## src/rtl/score_counter_if.sv

```systemverilog
// rtl/score_counter_if.sv - frame, game-control and score signals between score_counter and its user
interface score_counter_if #(
    parameter int ROWS   = 16,
    parameter int COLS   = 16,
    parameter int DIGITS = 2
);
    logic [ROWS-1:0][COLS-1:0] green;
    logic                      start;
    logic                      collide;
    logic [1:0]                state;
    logic                      point;
    logic [4*DIGITS-1:0]       score_bcd;
    logic [4*DIGITS-1:0]       hiscore_bcd;
    logic                      new_record;

    modport master (
        output green, start, collide,
        input  state, point, score_bcd, hiscore_bcd, new_record
    );

    modport slave (
        input  green, start, collide,
        output state, point, score_bcd, hiscore_bcd, new_record
    );
endinterface

```

## src/rtl/score_counter.sv

```systemverilog
// rtl/score_counter.sv - BCD pipe-pass score counter with IDLE/PLAYING/OVER game FSM
// High-score tracking is built only when SCORE_HISCORE_EN is defined.
module score_counter #(
    parameter int ROWS      = 16,
    parameter int COLS      = 16,
    parameter int PROBE_ROW = 15,
    parameter int PROBE_COL = 14,
    parameter int DIGITS    = 2,
    parameter int HOLDOFF   = 4
) (
    input logic           clk,
    input logic           rst,
    score_counter_if.slave bus
);

    localparam logic [1:0] ST_IDLE    = 2'd0;
    localparam logic [1:0] ST_PLAYING = 2'd1;
    localparam logic [1:0] ST_OVER    = 2'd2;

    localparam int              HW        = (HOLDOFF < 2) ? 1 : $clog2(HOLDOFF + 1);
    localparam logic [HW-1:0]   HOLDOFF_V = HW'(HOLDOFF);
    localparam int              SW        = 4 * DIGITS;

    generate
        if (PROBE_ROW < 0 || PROBE_ROW >= ROWS || PROBE_COL < 0 || PROBE_COL >= COLS) begin : g_bad_probe
            $error("score_counter: probe pixel outside the green frame");
        end
        if (DIGITS < 1 || DIGITS > 4) begin : g_bad_digits
            $error("score_counter: DIGITS must be 1..4");
        end
        if (HOLDOFF < 0) begin : g_bad_holdoff
            $error("score_counter: HOLDOFF must be non-negative");
        end
    endgenerate

    function automatic logic bcd_all_nines(input logic [SW-1:0] v);
        logic r;
        r = 1'b1;
        for (int i = 0; i < DIGITS; i++) begin
            if (v[4*i +: 4] != 4'd9) r = 1'b0;
        end
        return r;
    endfunction

    // Ripple a decimal +1 through the digits; 9 wraps to 0 and carries.
    function automatic logic [SW-1:0] bcd_inc(input logic [SW-1:0] v);
        logic [SW-1:0] r;
        logic          carry;
        r     = v;
        carry = 1'b1;
        for (int i = 0; i < DIGITS; i++) begin
            if (carry) begin
                if (v[4*i +: 4] == 4'd9) begin
                    r[4*i +: 4] = 4'd0;
                end else begin
                    r[4*i +: 4] = v[4*i +: 4] + 4'd1;
                    carry       = 1'b0;
                end
            end
        end
        return r;
    endfunction

    logic [1:0]    state;
    logic          point;
    logic [SW-1:0] score_bcd;
    logic          probe;
    logic          probe_q;
    logic          rise;
    logic [HW-1:0] holdoff_cnt;
    logic          count_en;
    logic          game_start;
    logic          game_end;
    logic          unused_green;

    assign probe        = bus.green[PROBE_ROW][PROBE_COL];
    assign unused_green = ^bus.green;
    assign rise         = probe & ~probe_q;

    assign count_en   = (state == ST_PLAYING) && rise && !bus.collide && (holdoff_cnt == '0);
    assign game_start = ((state == ST_IDLE) || (state == ST_OVER)) && bus.start;
    assign game_end   = (state == ST_PLAYING) && bus.collide;

    always_ff @(posedge clk) begin
        if (rst) begin
            state       <= ST_IDLE;
            point       <= 1'b0;
            score_bcd   <= '0;
            probe_q     <= 1'b0;
            holdoff_cnt <= '0;
        end else begin
            probe_q <= probe;
            point   <= count_en;

            if (count_en) begin
                holdoff_cnt <= HOLDOFF_V;
            end else if (holdoff_cnt != '0) begin
                holdoff_cnt <= holdoff_cnt - HW'(1);
            end

            case (state)
                ST_IDLE, ST_OVER: begin
                    if (bus.start) begin
                        state     <= ST_PLAYING;
                        score_bcd <= '0;
                    end
                end
                ST_PLAYING: begin
                    if (bus.collide) begin
                        state <= ST_OVER;
                    end else if (count_en && !bcd_all_nines(score_bcd)) begin
                        score_bcd <= bcd_inc(score_bcd);
                    end
                end
                default: state <= ST_IDLE;
            endcase
        end
    end

    assign bus.state     = state;
    assign bus.point     = point;
    assign bus.score_bcd = score_bcd;

`ifdef SCORE_HISCORE_EN
    // Most significant differing digit decides; equal scores are not a record.
    function automatic logic bcd_gt(input logic [SW-1:0] a, input logic [SW-1:0] b);
        logic gt;
        logic decided;
        gt      = 1'b0;
        decided = 1'b0;
        for (int i = DIGITS - 1; i >= 0; i--) begin
            if (!decided && (a[4*i +: 4] != b[4*i +: 4])) begin
                gt      = (a[4*i +: 4] > b[4*i +: 4]);
                decided = 1'b1;
            end
        end
        return gt;
    endfunction

    logic [SW-1:0] hiscore_bcd;
    logic          new_record;

    always_ff @(posedge clk) begin
        if (rst) begin
            hiscore_bcd <= '0;
            new_record  <= 1'b0;
        end else if (game_start) begin
            new_record <= 1'b0;
        end else if (game_end && bcd_gt(score_bcd, hiscore_bcd)) begin
            hiscore_bcd <= score_bcd;
            new_record  <= 1'b1;
        end
    end

    assign bus.hiscore_bcd = hiscore_bcd;
    assign bus.new_record  = new_record;
`else
    logic unused_game_edges;
    assign unused_game_edges = game_start ^ game_end;
    assign bus.hiscore_bcd   = '0;
    assign bus.new_record    = 1'b0;
`endif

endmodule

```

## src/flat_wrapper.sv

```systemverilog
// flat-port wrapper written by rule: the top's interface ports become plain ports
module score_counter_flat 
#(
    parameter int ROWS      = 16,
    parameter int COLS      = 16,
    parameter int PROBE_ROW = 15,
    parameter int PROBE_COL = 14,
    parameter int DIGITS    = 2,
    parameter int HOLDOFF   = 4
)
  (clk, rst, bus_green, bus_start, bus_collide, bus_state, bus_point, bus_score_bcd, bus_hiscore_bcd, bus_new_record);
  score_counter_if #(.ROWS(ROWS), .COLS(COLS), .DIGITS(DIGITS)) bus_i ();
  input logic clk;
  input logic rst;
  input wire logic [$bits(bus_i.green)-1:0] bus_green;
  input wire logic [$bits(bus_i.start)-1:0] bus_start;
  input wire logic [$bits(bus_i.collide)-1:0] bus_collide;
  output wire logic [$bits(bus_i.state)-1:0] bus_state;
  output wire logic [$bits(bus_i.point)-1:0] bus_point;
  output wire logic [$bits(bus_i.score_bcd)-1:0] bus_score_bcd;
  output wire logic [$bits(bus_i.hiscore_bcd)-1:0] bus_hiscore_bcd;
  output wire logic [$bits(bus_i.new_record)-1:0] bus_new_record;
  assign bus_i.green = bus_green;
  assign bus_i.start = bus_start;
  assign bus_i.collide = bus_collide;
  assign bus_state = bus_i.state;
  assign bus_point = bus_i.point;
  assign bus_score_bcd = bus_i.score_bcd;
  assign bus_hiscore_bcd = bus_i.hiscore_bcd;
  assign bus_new_record = bus_i.new_record;
  score_counter #(.ROWS(ROWS), .COLS(COLS), .PROBE_ROW(PROBE_ROW), .PROBE_COL(PROBE_COL), .DIGITS(DIGITS), .HOLDOFF(HOLDOFF)) u_core (.clk(clk), .rst(rst), .bus(bus_i));
endmodule
```

## config.mk

```make
export PLATFORM = sky130hd
export DESIGN_NAME = score_counter_flat
export DESIGN_NICKNAME = d
export VERILOG_FILES = /design/src/rtl/score_counter_if.sv /design/src/rtl/score_counter.sv /design/src/flat_wrapper.sv
export SDC_FILE = /design/constraint.sdc
export NUM_CORES = 1
export LEC_CHECK = 0
export ABC_AREA = 1
export CORE_AREA = 2 2 108 110
export CTS_BUF_LIST = sky130_fd_sc_hd__clkbuf_16
export DETAILED_ROUTE_END_ITERATION = 12
export DIE_AREA = 0 0 110 112
export PLACE_DENSITY_LB_ADDON = 0.25
export SETUP_SLACK_MARGIN = 0.5
export SLEW_MARGIN = 5
export SYNTH_ARGS = -nofsm -noshare
export SYNTH_HDL_FRONTEND = slang
export SYNTH_SLANG_ARGS = --single-unit
```

## constraint.sdc

```tcl
create_clock -name clk -period 1.68 [get_ports clk]
set_input_delay 0.168 -clock clk [delete_from_list [all_inputs] [get_ports clk]]
set_output_delay 0.168 -clock clk [all_outputs]
set_load 0.05 [all_outputs]
```

==> metrics.cfg, run 1 <==
[clock_network]
cts_tree = yes
cts_inserted_buffers = 3
clkLatencyLatePin_ns = 0.24
h-tree-depth = 1
clk_pin_slew_ns = 0.05
clockBufferDepth = 2
cts_sinks = 15
root_buffer = clkbuf_16

[logic_synthesis]
synth_edf_count = 0
synth_compound_area_share_pct = 6.916
async_flop_share_pct = 0
synth_top_family_by_area = simple AND/OR/NAND/NOR gates
synth_ff_type = dfxtp_1
ys_types = 21
yosys-top-cells-count = nand2_1, nor2_1, inv_1, dfxtp_1, buf_4
yosysTopAreaCell = dfxtp_1
yosysMostFrequentCell = nand2_1
yosys-top-cells-area = dfxtp_1, nand2_1, ha_1
synth_top_area_share_pct = 33.20
synthCells = 125
synth_xor_area_share_pct = 4.841
yosysWarnings = 0
synth_area_sq_um = 904.6
synth-seq-cells = 15
synth_fa_ha_area_share_pct = 8.299
yosys.area_share.simple_pct = 31.40
synth_area_per_cell_sq_um = 7.237
synthMuxAreaShare_pct = 0
yosysSeqAreaShare_pct = 33.20

[global_routing]
grt_pass1_wl_mm = 3.933
first_global_vias = 854
grtUsageTotal_pct = 3.954
antenna_found_initial = 0
overflow = 0
grt_max_degree = 10

[pwr]
switching_share_pct = 34.65
internal_power_w = 0.0009711
sequentialPowerShare_pct = 29.3
ir_worst_vdd_v = 0.0002843
p_per_area_mw_per_mm2 = 983.1
clkPwrFrac_pct = 31.1
p_comb_share_pct = 39.7
leakage_nw = 0.6283
p_switching_w = 0.0005149

[timing]
rsz0062_at_grt = yes
fin_crit_ns = 1.329
setup_viol = 0
finClkSkew_ns = 0.003509
max_freq_ghz = 0.7525
hold_violations = 0
finalCritPeriodShare_pct = 79.10
maxSlewViolCount = 0
finalSetupTns_ns = 0

[routing]
routed-via-count = 834
drt_wl_total_mm = 2.274
postRouteAntennaNets = 0
vias_per_cell = 2.789
drt_iter0_drc = 16
first_pass_iters = 4
avgRoutedWirePerCell_um = 7.605
route.detailed.drc = 0

[setup_path]
regToRegStartpoint = u_core.bus.score_bcd[1]
startpoint = u_core.bus.score_bcd[1]
crit_path_end = u_core.bus.score_bcd[4]
reg2reg_to = u_core.bus.score_bcd[4]
ff2ff_path_depth = 10
end_kind = flip-flop
path_cells = inv_4 -> ha_4 -> nand2_4 -> nor2_4 -> nand2_2 -> nand3_2 -> nand2_4 -> nand3_4 -> a21oi_2 -> nor2_1
start_kind = flip-flop
required_ns = 1.82
cp_common_cell = nand2_4
worstSetupPathType = flip-flop to flip-flop
arrival_ns = 1.47
cp_max_fo = 8
r2r_slack_ns = 0.35
slowest_stage = dfxtp_4
slowest_delay_ns = 0.35

[place]
globalplace.congestion = 0.6796
place_area_sq_mm = 0.001239
port_buffers = 15
dpl.hpwl_mm = 1.671

[floorplanning]
dieHeight_um = 112
row_count = 39
initial_utilization_pct = 8.095
pin_count = 280
core-area_sq_mm = 0.01117
die_w_um = 110
dieArea_sq_mm = 0.01232

[final_layout]
fin_area_sq_mm = 0.001511
syn_to_final_growth_pct = 67.08
postLayoutCoreUtil_pct = 13.53
fin_nets = 423
drive_above_1_share_pct = 45.51
antennaDiodeCount = 0

[run_status]
status = complete, no violations

[job]
cap_violations = 0

[worst_hold_path]
hp-start = bus_green[254]
hp-class = input port to flip-flop

critical path, delay by kind of cell (launching register included):
kind	cells	cell delay (ns)
AOI/OAI and AO/OA	1	0.12
adders and majority gates	1	0.15
buffers and inverters	1	0.04
DFF	1	0.35
and+or+nand+nor	7	0.56
layout make-up:
cell class                      count  area (sq um)
Clock inverter                      1         3.754
Tap cell                          143         178.9
Sequential cell                    15         326.6
Multi-Input combinational cell     91         633.1
Timing Repair Buffer               29         225.2
Clock buffer                        3         75.07
Inverter                           17         68.82
Fill cell                        1283          9663
state kept, by name, indices dropped and copies added, names as in the netlist:
name                  cells
u_core.bus.score_bcd      8
u_core.holdoff_cnt        3
u_core.bus.state          2
u_core.bus.point          1
u_core.probe_q            1
cell usage in the layout, fill, tap and decap left out, types with 4 or more instances in the layout:
master	n
buf_4	24
dfxtp_2	6
a21oi_1	5
nor2_1	12
inv_2	4
nand2_2	4
nand2_1	18
inv_1	12
nor3_1	4
clkdlybuf4s50_1	4
dfxtp_4	5
dfxtp_1	4
conb_1	9
nor2_4	4
nand2_4	6
nand3_1	5
stage by stage:
stage / total power [W] / cells / setup slack [ns] / hold slack (ns)
6_report: 0.001486 / 299 / 0.3511 / 0.4811
3_3_place_gp: 0.0008750 / 283 / 0.09203 / 0.4852
3_5_place_dp: 0.0008707 / 283 / 0.09925 / 0.4739
2_1_floorplan: 0.0007761 / 133 / 0.2765 / 0.2750
4_1_cts: 0.001449 / 295 / 0.3536 / 0.4859
5_1_grt: 0.001597 / 299 / 0.2508 / 0.5079
worst min path at each step:
stage                                  to  slack (ns)  cells after the start
global route               u_core.probe_q        0.51                      3
floorplan                  u_core.probe_q        0.27                      2
CTS                        u_core.probe_q        0.49                      3
finish                     u_core.probe_q        0.48                      3
global placement    u_core.holdoff_cnt[1]        0.49                      2
detailed placement  u_core.holdoff_cnt[1]        0.47                      2
power by group through the flow:
stage               combinational, W  sequential (W)  clock, W
detailed placement          0.000430        0.000440         0
finish                      0.000589        0.000435  0.000462
floorplan                   0.000301        0.000475         0
CTS                         0.000533        0.000434  0.000482
global placement            0.000435        0.000440         0
global route                0.000658        0.000440  0.000499
cell families (layout without fill, tap and decap cells):
group | Yosys count | count (layout)
adder cells (fa/ha/maj) | 6 | 6
AND/OR/NAND/NOR | 60 | 60
flip-flops | 15 | 15
other | 1 | 9
AO/OA/AOI/OAI | 11 | 11
buffers and inverters | 27 | 50
XOR/XNOR | 5 | 5
repair_timing:
item | 4_1_cts | 5_1_grt
setup buffers | 8 | 4
setup endpoints to repair | 11 | 9
gates resized for setup | 21 | 11
endpoints found under the hold margin | 0 | 0
pin swaps | 15 | 10
hold buffers | 0 | 0
gates cloned | 0 | 0
metal layers:
layer  GRT usage, %  wire length, um  vias to the layer above
met3         0.8782              100                        2
met5              0                0                        -
met2          6.380             1079                       19
met1          5.353             1079                      375
li1               -                -                      438
met4         0.8439               15                        0
Power figures use the tool's default switching activity.
==> run 2, diff against run 1 <==
Clock period 1.68 ns to 1.3 ns, I/O delays scaled along.
==> metrics.cfg, run 2 (same netlist as run 1, synthesis figures left out) <==
[run_status]
status = finished, violations left
violations = negative setup slack

[floorplanning]
dieHeight_um = 112  ; unchanged
dieArea_sq_mm = 0.01232  ; unchanged
core-area_sq_mm = 0.01117  ; unchanged
pin_count = 280  ; unchanged
die_w_um = 110  ; unchanged
row_count = 39  ; unchanged
initial_utilization_pct = 8.095  ; unchanged

[setup_path]
reg2reg_to = u_core.bus.score_bcd[5]
end_kind = flip-flop
start_kind = flip-flop
regToRegStartpoint = u_core.holdoff_cnt[1]
worstSetupPathType = flip-flop to flip-flop
ff2ff_path_depth = 10  ; unchanged
r2r_slack_ns = -0.04  ; -0.39 ns
arrival_ns = 1.52  ; +0.05 ns
cp_max_fo = 8  ; unchanged
required_ns = 1.48  ; -0.34 ns

[final_layout]
regMostFlops = u_core.bus.score_bcd
drive_above_1_share_pct = 54.65  ; +9.1 points
largest_reg_flops = 8  ; unchanged
layout_top_registers = u_core.bus.score_bcd x8, u_core.holdoff_cnt x3, u_core.bus.state x2
antennaDiodeCount = 0  ; unchanged
fin_nets = 439  ; +3.8%
syn_to_final_growth_pct = 105.5
final_common_cell = nand2_1
final_cell_mix = nand2_1, buf_6, buf_4

[clock_network]
root_buffer = clkbuf_16
h-tree-depth = 1  ; unchanged
cts_inserted_buffers = 3  ; unchanged
clk_pin_slew_ns = 0.05  ; about the same
clockBufferDepth = 2  ; unchanged
cts_sinks = 15  ; unchanged
clkLatencyLatePin_ns = 0.25  ; about the same
cts_tree = yes
hold_buffers = 0  ; unchanged

[routing]
route.detailed.drc = 0  ; unchanged
routed-via-count = 890  ; +6.7%
drt_iter0_drc = 21  ; +5
first_pass_iters = 4  ; unchanged
drt_wl_total_mm = 2.533  ; +11%
vias_per_cell = 2.825  ; +1.3%
avgRoutedWirePerCell_um = 8.041  ; +5.7%
postRouteAntennaNets = 0  ; unchanged

[worst_hold_path]
hp-start = bus_green[254]
holdPathEnd = u_core.probe_q
hold_depth = 3  ; unchanged
hp-class = input port to flip-flop

[place]
port_buffers = 15  ; unchanged
globalplace.congestion = 0.7136  ; +5.0%
dpl.hpwl_mm = 1.934  ; +16%
pre_cts_ws_ns = -0.1636  ; -0.2629 ns

[pwr]
leakage_nw = 0.7494  ; +19%
ir_worst_vdd_v = 0.0004575  ; +61%
p_per_area_mw_per_mm2 = 1128  ; +15%

[timing]
whs_ns = 0.4420  ; -0.03911 ns
finalCritPeriodShare_pct = 102.9  ; +24 points
fin_crit_ns = 1.337  ; +0.008380 ns
max_freq_ghz = 0.7478  ; -0.63%
maxSlewViolCount = 0  ; unchanged
finClkSkew_ns = 0.002628  ; -0.0008812 ns
fin_ws_ns = -0.03729  ; -0.3884 ns
setup_viol = 2  ; +2
rsz0062_at_grt = yes
hold_violations = 0  ; unchanged

[global_routing]
overflow = 0  ; unchanged
first_global_vias = 930  ; +8.9%
grt_max_degree = 11  ; +1
antenna_found_initial = 0  ; unchanged
grtUsageTotal_pct = 4.378  ; +0.42 points
grt_pass1_wl_mm = 4.340  ; +10%

[job]
cap_violations = 0  ; unchanged

## run 2: changes by cell type in the layout (fill, tap and decap cells not counted), sizes merged
cell,change
clkbuf,-1
clkinv,+1
buf,+16
o21ai,+1
inv,-1
## run 2: through the flow
step / util, % / TNS, ns / std cells / area (sq um) / power (W)
global route: 16.64 / -0.6509 / 315 / 1859 / 0.002225
floorplan: - / -0.6103 / 133 / 1037 / 0.001108
CTS: 16.11 / -0.08572 / 313 / 1800 / 0.002077
global placement: 13.99 / -0.8975 / 302 / 1563 / 0.001375
finish: 16.64 / -0.04403 / 315 / 1859 / 0.002098
detailed placement: 13.99 / -1.011 / 302 / 1563 / 0.001366
## run 2: power by group
group	internal [W]	switching (W)
Clock	0.000411	0.000204
Combinational	0.000445	0.000482
Sequential	0.000517	0.0000395
## run 2: routing by layer
| metal | global-route usage, % | vias to the layer above | wire length, um |
|---|---|---|---|
| li1 | - | 475 | - |
| met1 | 5.618 | 398 | 1193 |
| met2 | 7.239 | 17 | 1205 |
| met3 | 1.347 | 0 | 134 |
| met4 | 0.7595 | 0 | 0 |
| met5 | 0 | - | 0 |
## run 2: worst max-delay path by stage
stage	start	end	slack, ns	depth (start not counted)
5_1_grt	u_core.holdoff_cnt[1]	u_core.bus.score_bcd[4]	-0.12	10
6_report	u_core.holdoff_cnt[1]	u_core.bus.score_bcd[5]	-0.04	10
3_3_place_gp	bus_green[254]	u_core.bus.score_bcd[4]	-0.14	9
4_1_cts	u_core.bus.score_bcd[5]	u_core.bus.score_bcd[5]	-0.03	11
2_1_floorplan	u_core.bus.score_bcd[1]	u_core.bus.score_bcd[4]	-0.1	10
3_5_place_dp	bus_green[254]	u_core.bus.score_bcd[5]	-0.16	8
## run 2: final cells by class
type                    instances  area, sq um
flip-flops and latches         15        339.1
well taps                     143        178.9
repair buffers                 44        534.3
inverters                      17        71.32
clock buffers                   3        75.07
fillers                      1247         9315
clock inverters                 1        5.005
multi-input cells              92        655.6
## run 2: critical path, cell delays in order, from the launching register on
cell and delay (ns):
dfxtp_2 0.32, inv_2 0.07, ha_4 0.15, nand2_4 0.06
nor2_4 0.10, nand3_2 0.10, nand2_4 0.14, nand3_4 0.11
nand2_1 0.10, nand2_1 0.06, nor2_1 0.08
## run 2: what timing repair did
action                     in CTS  in global routing
setup endpoints to repair      25                 25
pin swaps                      18                  9
cloned                          1                  0
buffers inserted                6                  2
gates resized for setup        27                 13
